$ cat src/rtl/wb_arb_pkg.sv
`default_nettype none
// ============================================================================
//  Module      : wb_arb_pkg
//  Description : Shared types and constants for the Wishbone SDRAM arbiter:
//                FSM state encoding, Wishbone B4 CTI codes, default watchdog.
//  Revision    : 1.0 - initial release
// ============================================================================
package wb_arb_pkg;

    typedef enum logic [0:0] {
        IDLE = 1'b0,
        BUSY = 1'b1
    } arb_state_e;

    localparam logic [2:0] c_CTI_CLASSIC = 3'b000;
    localparam logic [2:0] c_CTI_INCR    = 3'b010;
    localparam logic [2:0] c_CTI_EOB     = 3'b111;

    localparam int c_DEFAULT_TIMEOUT = 1024;

endpackage
`default_nettype wire

$ cat src/rtl/wb_rr_pick.sv
`default_nettype none
// ============================================================================
//  Module      : wb_rr_pick
//  Description : Combinational round-robin picker. Given the request vector
//                and the one-hot last owner, returns a one-hot grant for the
//                first requester strictly after last, wrapping N-1 -> 0.
//  Revision    : 1.0 - initial release
// ============================================================================
module wb_rr_pick #(
    parameter int N = 3
) (
    input  logic [N-1:0] req_i,
    input  logic [N-1:0] last_i,
    output logic [N-1:0] gnt_o
);

    logic [N-1:0] w_mask;
    logic [N-1:0] w_req_hi;

    // Bits strictly above the last owner; empty when last is the top master,
    // which makes the search wrap around to master 0.
    assign w_mask   = ~((last_i << 1) - N'(1));
    assign w_req_hi = req_i & w_mask;

    // Lowest set bit of the upper requests, else lowest set bit overall.
    assign gnt_o = (|w_req_hi) ? (w_req_hi & (~w_req_hi + N'(1)))
                               : (req_i & (~req_i + N'(1)));

endmodule
`default_nettype wire

$ cat src/rtl/wb_sdram_arbiter.sv
`default_nettype none
// ============================================================================
//  Module      : wb_sdram_arbiter
//  Description : Round-robin Wishbone B4 arbiter letting NUM_MASTERS masters
//                share one SDRAM controller slave port. The grant is held for
//                the whole bus cycle (m_cyc high), ack/err are routed only to
//                the owner, and one idle cycle separates owners.
//                Optional watchdog: define WB_ARB_TIMEOUT_EN to abort a
//                strobe left unterminated for TIMEOUT cycles with an error.
//  Revision    : 1.0 - initial release
// ============================================================================
module wb_sdram_arbiter
    import wb_arb_pkg::*;
#(
    parameter int NUM_MASTERS = 3,
    parameter int AW          = 32,
    parameter int DW          = 32,
    parameter int TIMEOUT     = c_DEFAULT_TIMEOUT
) (
    input  logic                        wb_clk_i,
    input  logic                        wb_rst_n_i,
    input  logic [NUM_MASTERS-1:0]      m_cyc_i,
    input  logic [NUM_MASTERS-1:0]      m_stb_i,
    input  logic [NUM_MASTERS-1:0]      m_we_i,
    input  logic [NUM_MASTERS*AW-1:0]   m_adr_i,
    input  logic [NUM_MASTERS*DW-1:0]   m_dat_i,
    input  logic [NUM_MASTERS*DW/8-1:0] m_sel_i,
    input  logic [NUM_MASTERS*3-1:0]    m_cti_i,
    input  logic [NUM_MASTERS*2-1:0]    m_bte_i,
    output logic [DW-1:0]               m_dat_o,
    output logic [NUM_MASTERS-1:0]      m_ack_o,
    output logic [NUM_MASTERS-1:0]      m_err_o,
    output logic                        s_cyc_o,
    output logic                        s_stb_o,
    output logic                        s_we_o,
    output logic [AW-1:0]               s_adr_o,
    output logic [DW-1:0]               s_dat_o,
    output logic [DW/8-1:0]             s_sel_o,
    output logic [2:0]                  s_cti_o,
    output logic [1:0]                  s_bte_o,
    input  logic [DW-1:0]               s_dat_i,
    input  logic                        s_ack_i,
    input  logic                        s_err_i,
    output logic [NUM_MASTERS-1:0]      grant_o
);

    localparam int SW = DW / 8;
    localparam logic [NUM_MASTERS-1:0] c_LAST_RST = {1'b1, {(NUM_MASTERS-1){1'b0}}};

    arb_state_e             state_q, state_d;
    logic [NUM_MASTERS-1:0] grant_q, grant_d;
    logic [NUM_MASTERS-1:0] last_q,  last_d;
    logic [NUM_MASTERS-1:0] w_pick;
    logic                   w_cyc_raw;
    logic                   w_stb_raw;
    logic                   w_own_cyc;
    logic                   w_kill;
    logic                   w_to_hit;

    wb_rr_pick #(.N(NUM_MASTERS)) u_pick (
        .req_i  (m_cyc_i),
        .last_i (last_q),
        .gnt_o  (w_pick)
    );

    // Owner's signals onto the slave port; grant_q is zero in IDLE so all
    // slave outputs fall to zero there (and asynchronously on reset).
    always_comb begin
        w_cyc_raw = 1'b0;
        w_stb_raw = 1'b0;
        s_we_o    = 1'b0;
        s_adr_o   = '0;
        s_dat_o   = '0;
        s_sel_o   = '0;
        s_cti_o   = '0;
        s_bte_o   = '0;
        for (int i = 0; i < NUM_MASTERS; i++) begin
            if (grant_q[i]) begin
                w_cyc_raw = m_cyc_i[i];
                w_stb_raw = m_stb_i[i];
                s_we_o    = m_we_i[i];
                s_adr_o   = m_adr_i[i*AW +: AW];
                s_dat_o   = m_dat_i[i*DW +: DW];
                s_sel_o   = m_sel_i[i*SW +: SW];
                s_cti_o   = m_cti_i[i*3 +: 3];
                s_bte_o   = m_bte_i[i*2 +: 2];
            end
        end
    end

    assign w_own_cyc = |(grant_q & m_cyc_i);
    assign s_cyc_o   = w_cyc_raw & ~w_kill;
    assign s_stb_o   = w_stb_raw & ~w_kill;
    assign m_dat_o   = s_dat_i;
    assign m_ack_o   = grant_q & {NUM_MASTERS{s_ack_i}};
    assign m_err_o   = grant_q & {NUM_MASTERS{s_err_i | w_to_hit}};
    assign grant_o   = grant_q;

`ifdef WB_ARB_TIMEOUT_EN
    localparam int CW = $clog2(TIMEOUT + 1);

    logic [CW-1:0] cnt_q, cnt_d;
    logic          kill_q, kill_d;

    assign w_to_hit = (state_q == BUSY) && !kill_q && (cnt_q == CW'(TIMEOUT));
    assign w_kill   = kill_q | w_to_hit;

    // Watchdog: count unterminated strobe cycles, latch the abort until IDLE.
    always_comb begin
        cnt_d  = cnt_q;
        kill_d = kill_q;
        if (state_q == IDLE) begin
            cnt_d  = '0;
            kill_d = 1'b0;
        end else begin
            if (s_ack_i || s_err_i) begin
                cnt_d = '0;
            end else if (s_stb_o) begin
                cnt_d = cnt_q + CW'(1);
            end
            if (w_to_hit) begin
                kill_d = 1'b1;
            end
        end
    end

    // Watchdog registers.
    always_ff @(posedge wb_clk_i or negedge wb_rst_n_i) begin
        if (!wb_rst_n_i) begin
            cnt_q  <= '0;
            kill_q <= 1'b0;
        end else begin
            cnt_q  <= cnt_d;
            kill_q <= kill_d;
        end
    end
`else
    assign w_to_hit = 1'b0;
    assign w_kill   = 1'b0;
`endif

    // Next-state: arbitrate in IDLE, hold the grant until the owner drops cyc.
    always_comb begin
        state_d = state_q;
        grant_d = grant_q;
        last_d  = last_q;
        case (state_q)
            IDLE: begin
                if (|m_cyc_i) begin
                    grant_d = w_pick;
                    state_d = BUSY;
                end
            end
            BUSY: begin
                if (!w_own_cyc) begin
                    last_d  = grant_q;
                    grant_d = '0;
                    state_d = IDLE;
                end
            end
            default: begin
                grant_d = '0;
                state_d = IDLE;
            end
        endcase
    end

    // State, grant and round-robin pointer registers.
    always_ff @(posedge wb_clk_i or negedge wb_rst_n_i) begin
        if (!wb_rst_n_i) begin
            state_q <= IDLE;
            grant_q <= '0;
            last_q  <= c_LAST_RST;
        end else begin
            state_q <= state_d;
            grant_q <= grant_d;
            last_q  <= last_d;
        end
    end

endmodule
`default_nettype wire

$ cat config.mk
export PLATFORM = sky130hd
export DESIGN_NAME = wb_sdram_arbiter
export DESIGN_NICKNAME = d
export VERILOG_FILES = /design/src/rtl/wb_arb_pkg.sv /design/src/rtl/wb_rr_pick.sv /design/src/rtl/wb_sdram_arbiter.sv
export SDC_FILE = /design/constraint.sdc
export NUM_CORES = 1
export LEC_CHECK = 0
export BUFFER_PORTS_ARGS = -buffer_cell sky130_fd_sc_hd__clkbuf_2
export CORE_AREA = 5 5 145 147
export DETAILED_ROUTE_END_ITERATION = 6
export DIE_AREA = 0 0 150 152
export GPL_ROUTABILITY_DRIVEN = 1
export SYNTH_ARGS = -nofsm -noshare
export SYNTH_HDL_FRONTEND = slang
export SYNTH_SLANG_ARGS = --single-unit
export TNS_END_PERCENT = 10
$ cat constraint.sdc
create_clock -name wb_clk_i -period 1.2 [get_ports wb_clk_i]
set_clock_uncertainty 0.05 [all_clocks]
set_input_delay 0.24 -clock wb_clk_i [delete_from_list [all_inputs] [get_ports wb_clk_i]]
set_output_delay 0.24 -clock wb_clk_i [all_outputs]
set_load 0.01 [all_outputs]
==> impl_results.html <==
<table>
<tr><th>Metric</th><th>Value</th></tr>
<tr><th colspan="2">Die</th></tr>
<tr><td>Number of placement rows</td><td>52</td></tr>
<tr><td>Area of the core</td><td>19,800 µm²</td></tr>
<tr><td>Die area</td><td>22,800 µm²</td></tr>
<tr><td>I/O pins</td><td>381</td></tr>
<tr><td>Initial core utilization</td><td>0.102</td></tr>
<tr><td>DIE WIDTH</td><td>150 µm</td></tr>
<tr><td>Vert. Die Dim</td><td>152 µm</td></tr>
<tr><th colspan="2">CTS</th></tr>
<tr><td>TritonCTS clock tree</td><td>built</td></tr>
<tr><td>CTS Root Cell</td><td>sky130_fd_sc_hd__clkbuf_16</td></tr>
<tr><td>Skew-Pair Late Insertion Delay</td><td>0.23 ns</td></tr>
<tr><td>Clock input transition at the sequential cells of the worst setup and hold paths</td><td>0.03 ns</td></tr>
<tr><td>Maximum buffer depth of the clock tree</td><td>2</td></tr>
<tr><td>Clock sinks</td><td>6</td></tr>
<tr><td>Number of levels the H-tree was split into</td><td>1</td></tr>
<tr><td>CTS buffer count</td><td>3</td></tr>
<tr><th colspan="2">STA</th></tr>
<tr><td>Tightest slew margin relative to the limit</td><td>0.854</td></tr>
<tr><td>Max Transition Viols Final</td><td>0</td></tr>
<tr><td>Tmin final</td><td>1.85 ns</td></tr>
<tr><td>Fraction of the cycle the final worst path needs</td><td>1.54</td></tr>
<tr><td>Setup violations, final</td><td>89</td></tr>
<tr><td>Number of hold violations in the final report</td><td>0</td></tr>
<tr><td>Max Clock Freq</td><td>0.541 GHz</td></tr>
<tr><td>Fin Setup TNS</td><td>-45.15 ns</td></tr>
<tr><td>Unrepaired setup endpoints after global routing</td><td>yes</td></tr>
<tr><td>Slew @ Worst Pin</td><td>0.218 ns</td></tr>
<tr><td>Setup ws final</td><td>-0.650 ns</td></tr>
<tr><td>Worst Hold Slack</td><td>0.345 ns</td></tr>
<tr><th colspan="2">Detailed routing</th></tr>
<tr><td>Post-DRT Antenna Nets</td><td>0</td></tr>
<tr><td>DR DRC count</td><td>0</td></tr>
<tr><td>Avg Vias per Cell</td><td>3.99</td></tr>
<tr><td>Average detailed-routed wire length per instance</td><td>12.9 µm</td></tr>
<tr><td>Detailed Routing Iterations Pass 1</td><td>4</td></tr>
<tr><td>Number of design-rule violations left by the first detailed-router iteration</td><td>235</td></tr>
<tr><td>DRT Wirelength</td><td>11.6 mm</td></tr>
<tr><td>Routed vias</td><td>3,575</td></tr>
<tr><th colspan="2">Finish</th></tr>
<tr><td>Share of post-route cells with drive strength above 1</td><td>0.600</td></tr>
<tr><td>Area growth from synthesis to layout</td><td>101%</td></tr>
<tr><td>Final Net Count</td><td>890</td></tr>
<tr><td>Fill cell total of the finished layout</td><td>2,278</td></tr>
<tr><td>Final Instance Area</td><td>4060 µm²</td></tr>
<tr><td>Top library cells by usage in the layout, fill and taps aside</td><td>sky130_fd_sc_hd__clkbuf_2 (249), sky130_fd_sc_hd__nand2_1 (80), sky130_fd_sc_hd__o21ai_1 (76)</td></tr>
<tr><td>Final instance count without filler cells</td><td>895</td></tr>
<tr><td>FF+latch area</td><td>156 µm²</td></tr>
<tr><td>Multi-input gate area in the final layout</td><td>1510 µm²</td></tr>
<tr><td>Commonest non-fill, non-tap cell in the layout</td><td>sky130_fd_sc_hd__clkbuf_2</td></tr>
<tr><td>Antenna diode instance count</td><td>0</td></tr>
<tr><th colspan="2">Global route</th></tr>
<tr><td>GRT overflow</td><td>0</td></tr>
<tr><td>Combined global-route utilization of all metal layers</td><td>0.0868</td></tr>
<tr><td>Vias in the first global route</td><td>3,275</td></tr>
<tr><td>Pin count of the biggest net entering global routing</td><td>43</td></tr>
<tr><td>Wire length of the first global-routing pass</td><td>16.4 mm</td></tr>
<tr><td>Initial antenna violation count</td><td>0</td></tr>
<tr><th colspan="2">Hold path</th></tr>
<tr><td>Path category of the worst min-delay check</td><td>primary input to asynchronous set/reset pin</td></tr>
<tr><th colspan="2">Placement</th></tr>
<tr><td>RD Place Congestion</td><td>0.881</td></tr>
<tr><td>Placed Instances</td><td>890</td></tr>
<tr><td>HPWL after detailed placement</td><td>10.0 mm</td></tr>
<tr><td>Cell Area, Placed</td><td>3940 µm²</td></tr>
<tr><td>PortBufs</td><td>316</td></tr>
<tr><th colspan="2">Pwr</th></tr>
<tr><td>Static leakage power</td><td>2.13 nW</td></tr>
<tr><td>Worst vdd rail ir drop</td><td>0.874 mV</td></tr>
<tr><td>Power per cell area</td><td>2120 nW/µm²</td></tr>
<tr><td>Power Total</td><td>8.62 mW</td></tr>
<tr><th colspan="2">Worst setup path</th></tr>
<tr><td>Data required time at the worst endpoint</td><td>0.91 ns</td></tr>
<tr><td>Crit path DAT</td><td>1.56 ns</td></tr>
<tr><td>Critical Setup Path Class</td><td>flop to output port</td></tr>
<tr><td>Worst-path maximum fanout</td><td>39</td></tr>
<tr><td>Setup crit start kind</td><td>flop</td></tr>
<tr><td>Kind of end point of the critical path</td><td>output port</td></tr>
<tr><td>Setup slack, reg-to-reg</td><td>-0.24 ns</td></tr>
<tr><th colspan="2">Yosys</th></tr>
<tr><td>Mean area per synthesized cell</td><td>6.00 µm²</td></tr>
<tr><td>Distinct cell type count of the synthesized netlist</td><td>25</td></tr>
<tr><td>Total of warnings raised by yosys</td><td>0</td></tr>
<tr><td>Ranking of synthesized cells by area</td><td>sky130_fd_sc_hd__a22oi_1 (28%), sky130_fd_sc_hd__buf_4 (15%), sky130_fd_sc_hd__nand2_1 (15%)</td></tr>
<tr><td>Netlist area before placement</td><td>2010 µm²</td></tr>
<tr><td>Cell type contributing the most total cell area after synthesis</td><td>sky130_fd_sc_hd__a22oi_1</td></tr>
<tr><td>Synth Register Bits</td><td>6</td></tr>
<tr><td>Post-Synthesis Net Count</td><td>600</td></tr>
<tr><td>Instance count of the mapped netlist</td><td>336</td></tr>
<tr><td>Proportion of register bits with asynchronous set or reset after synthesis</td><td>1.00</td></tr>
<tr><td>Sequential cell area fraction in the yosys report</td><td>0.0745</td></tr>
<tr><td>Most common flop cell mapped by yosys</td><td>sky130_fd_sc_hd__dfrtp_1</td></tr>
<tr><td>Top-area cell type share of the netlist area</td><td>0.283</td></tr>
<tr><td>Number of synthesized flops with an enable pin</td><td>0</td></tr>
<tr><th colspan="2">Run status</th></tr>
<tr><td>Outcome</td><td>complete, but fails checks</td></tr>
<tr><td>Failing checks</td><td>setup timing</td></tr>
<tr><th colspan="2">Job</th></tr>
<tr><td>Maximum capacitance violations</td><td>0</td></tr>
</table>
## worst max-delay path: stages, from the launching register on
cell	delay, ns
sky130_fd_sc_hd__dfrtp_2	0.38
sky130_fd_sc_hd__and2b_2	0.26
sky130_fd_sc_hd__buf_12	0.21
sky130_fd_sc_hd__a22oi_1	0.10
sky130_fd_sc_hd__o21ai_1	0.17
sky130_fd_sc_hd__buf_2	0.16
## final cells by class
cell class / instances / share of cell area
tap: 270 / 0.0833
multi-input combinational: 263 / 0.372
sequential: 6 / 0.0385
clock buffer: 4 / 0.0194
timing repair buffer: 351 / 0.486
inverter: 1 / 0.000925
## stage by stage
stage               utilization  setup slack, ns
detailed placement        0.199           -0.419
global placement          0.199           -0.379
CTS                       0.205           -0.647
global route              0.205           -0.711
floorplan                     -           -0.261
finish                    0.205           -0.650
## cell usage after synthesis, types with 2 or more instances
| master | n |
|---|---|
| sky130_fd_sc_hd__a21oi_1 | 3 |
| sky130_fd_sc_hd__a22oi_1 | 76 |
| sky130_fd_sc_hd__and2_1 | 6 |
| sky130_fd_sc_hd__buf_2 | 5 |
| sky130_fd_sc_hd__buf_4 | 41 |
| sky130_fd_sc_hd__clkbuf_1 | 20 |
| sky130_fd_sc_hd__dfrtp_1 | 6 |
| sky130_fd_sc_hd__mux2_2 | 2 |
| sky130_fd_sc_hd__nand2_1 | 81 |
| sky130_fd_sc_hd__nand2b_1 | 2 |
| sky130_fd_sc_hd__nor2_1 | 3 |
| sky130_fd_sc_hd__o21ai_0 | 19 |
| sky130_fd_sc_hd__o21ai_1 | 60 |
## registers in the layout, summed over array words and instances (netlist names)
name	count
grant_o	3
last_q	2
state_q	1
## path summary, 6_finish.rpt
path,to,cells after the start,startpoint
hold reg to reg,grant_o[2],2,state_q
max in group asynchronous,grant_o[2],2,wb_rst_n_i
hold / removal,grant_o[2],2,wb_rst_n_i
setup / recovery,s_dat_o[22],5,grant_o[1]
min in group wb_clk_i,grant_o[0],3,m_cyc_i[0]
setup reg to reg,grant_o[0],5,grant_o[2]
## kinds of logic (layout without fill, tap and decap cells)
| kind of cell | count (synthesis) | in the layout | synth area share |
|---|---|---|---|
| AND/OR/NAND/NOR | 98 | 98 | 0.201 |
| AO/OA/AOI/OAI | 162 | 162 | 0.504 |
| XOR/XNOR | 1 | 1 | 0.00435 |
| flip-flops | 6 | 6 | 0.0745 |
| buffers and inverters | 67 | 356 | 0.204 |
| multiplexers | 2 | 2 | 0.0112 |
## metal layers
layer,global-route usage,share of wire
met1,0.105,0.37
met3,0.0161,0.12
met4,0.0279,0.028
met2,0.153,0.48
met5,0,0
## what timing repair did
| action | 4_1_cts | 5_1_grt |
|---|---|---|
| resized for setup | 26 | 70 |
| setup buffers | 0 | 0 |
| hold buffers | 1 | 0 |
| setup endpoints to repair | 91 | 90 |
| pin swaps | 4 | 6 |
| hold endpoints to repair | 6 | 0 |
## where the power goes
| group | switching (mW) | internal [mW] | leakage (nW) |
|---|---|---|---|
| registers | 0.0806 | 0.305 | 0.0725 |
| clock network | 0.122 | 0.442 | 0.0382 |
| logic | 4.19 | 3.48 | 2.02 |
| total | 4.39 | 4.23 | 2.13 |
No activity file was read; power rests on OpenSTA's default activity.
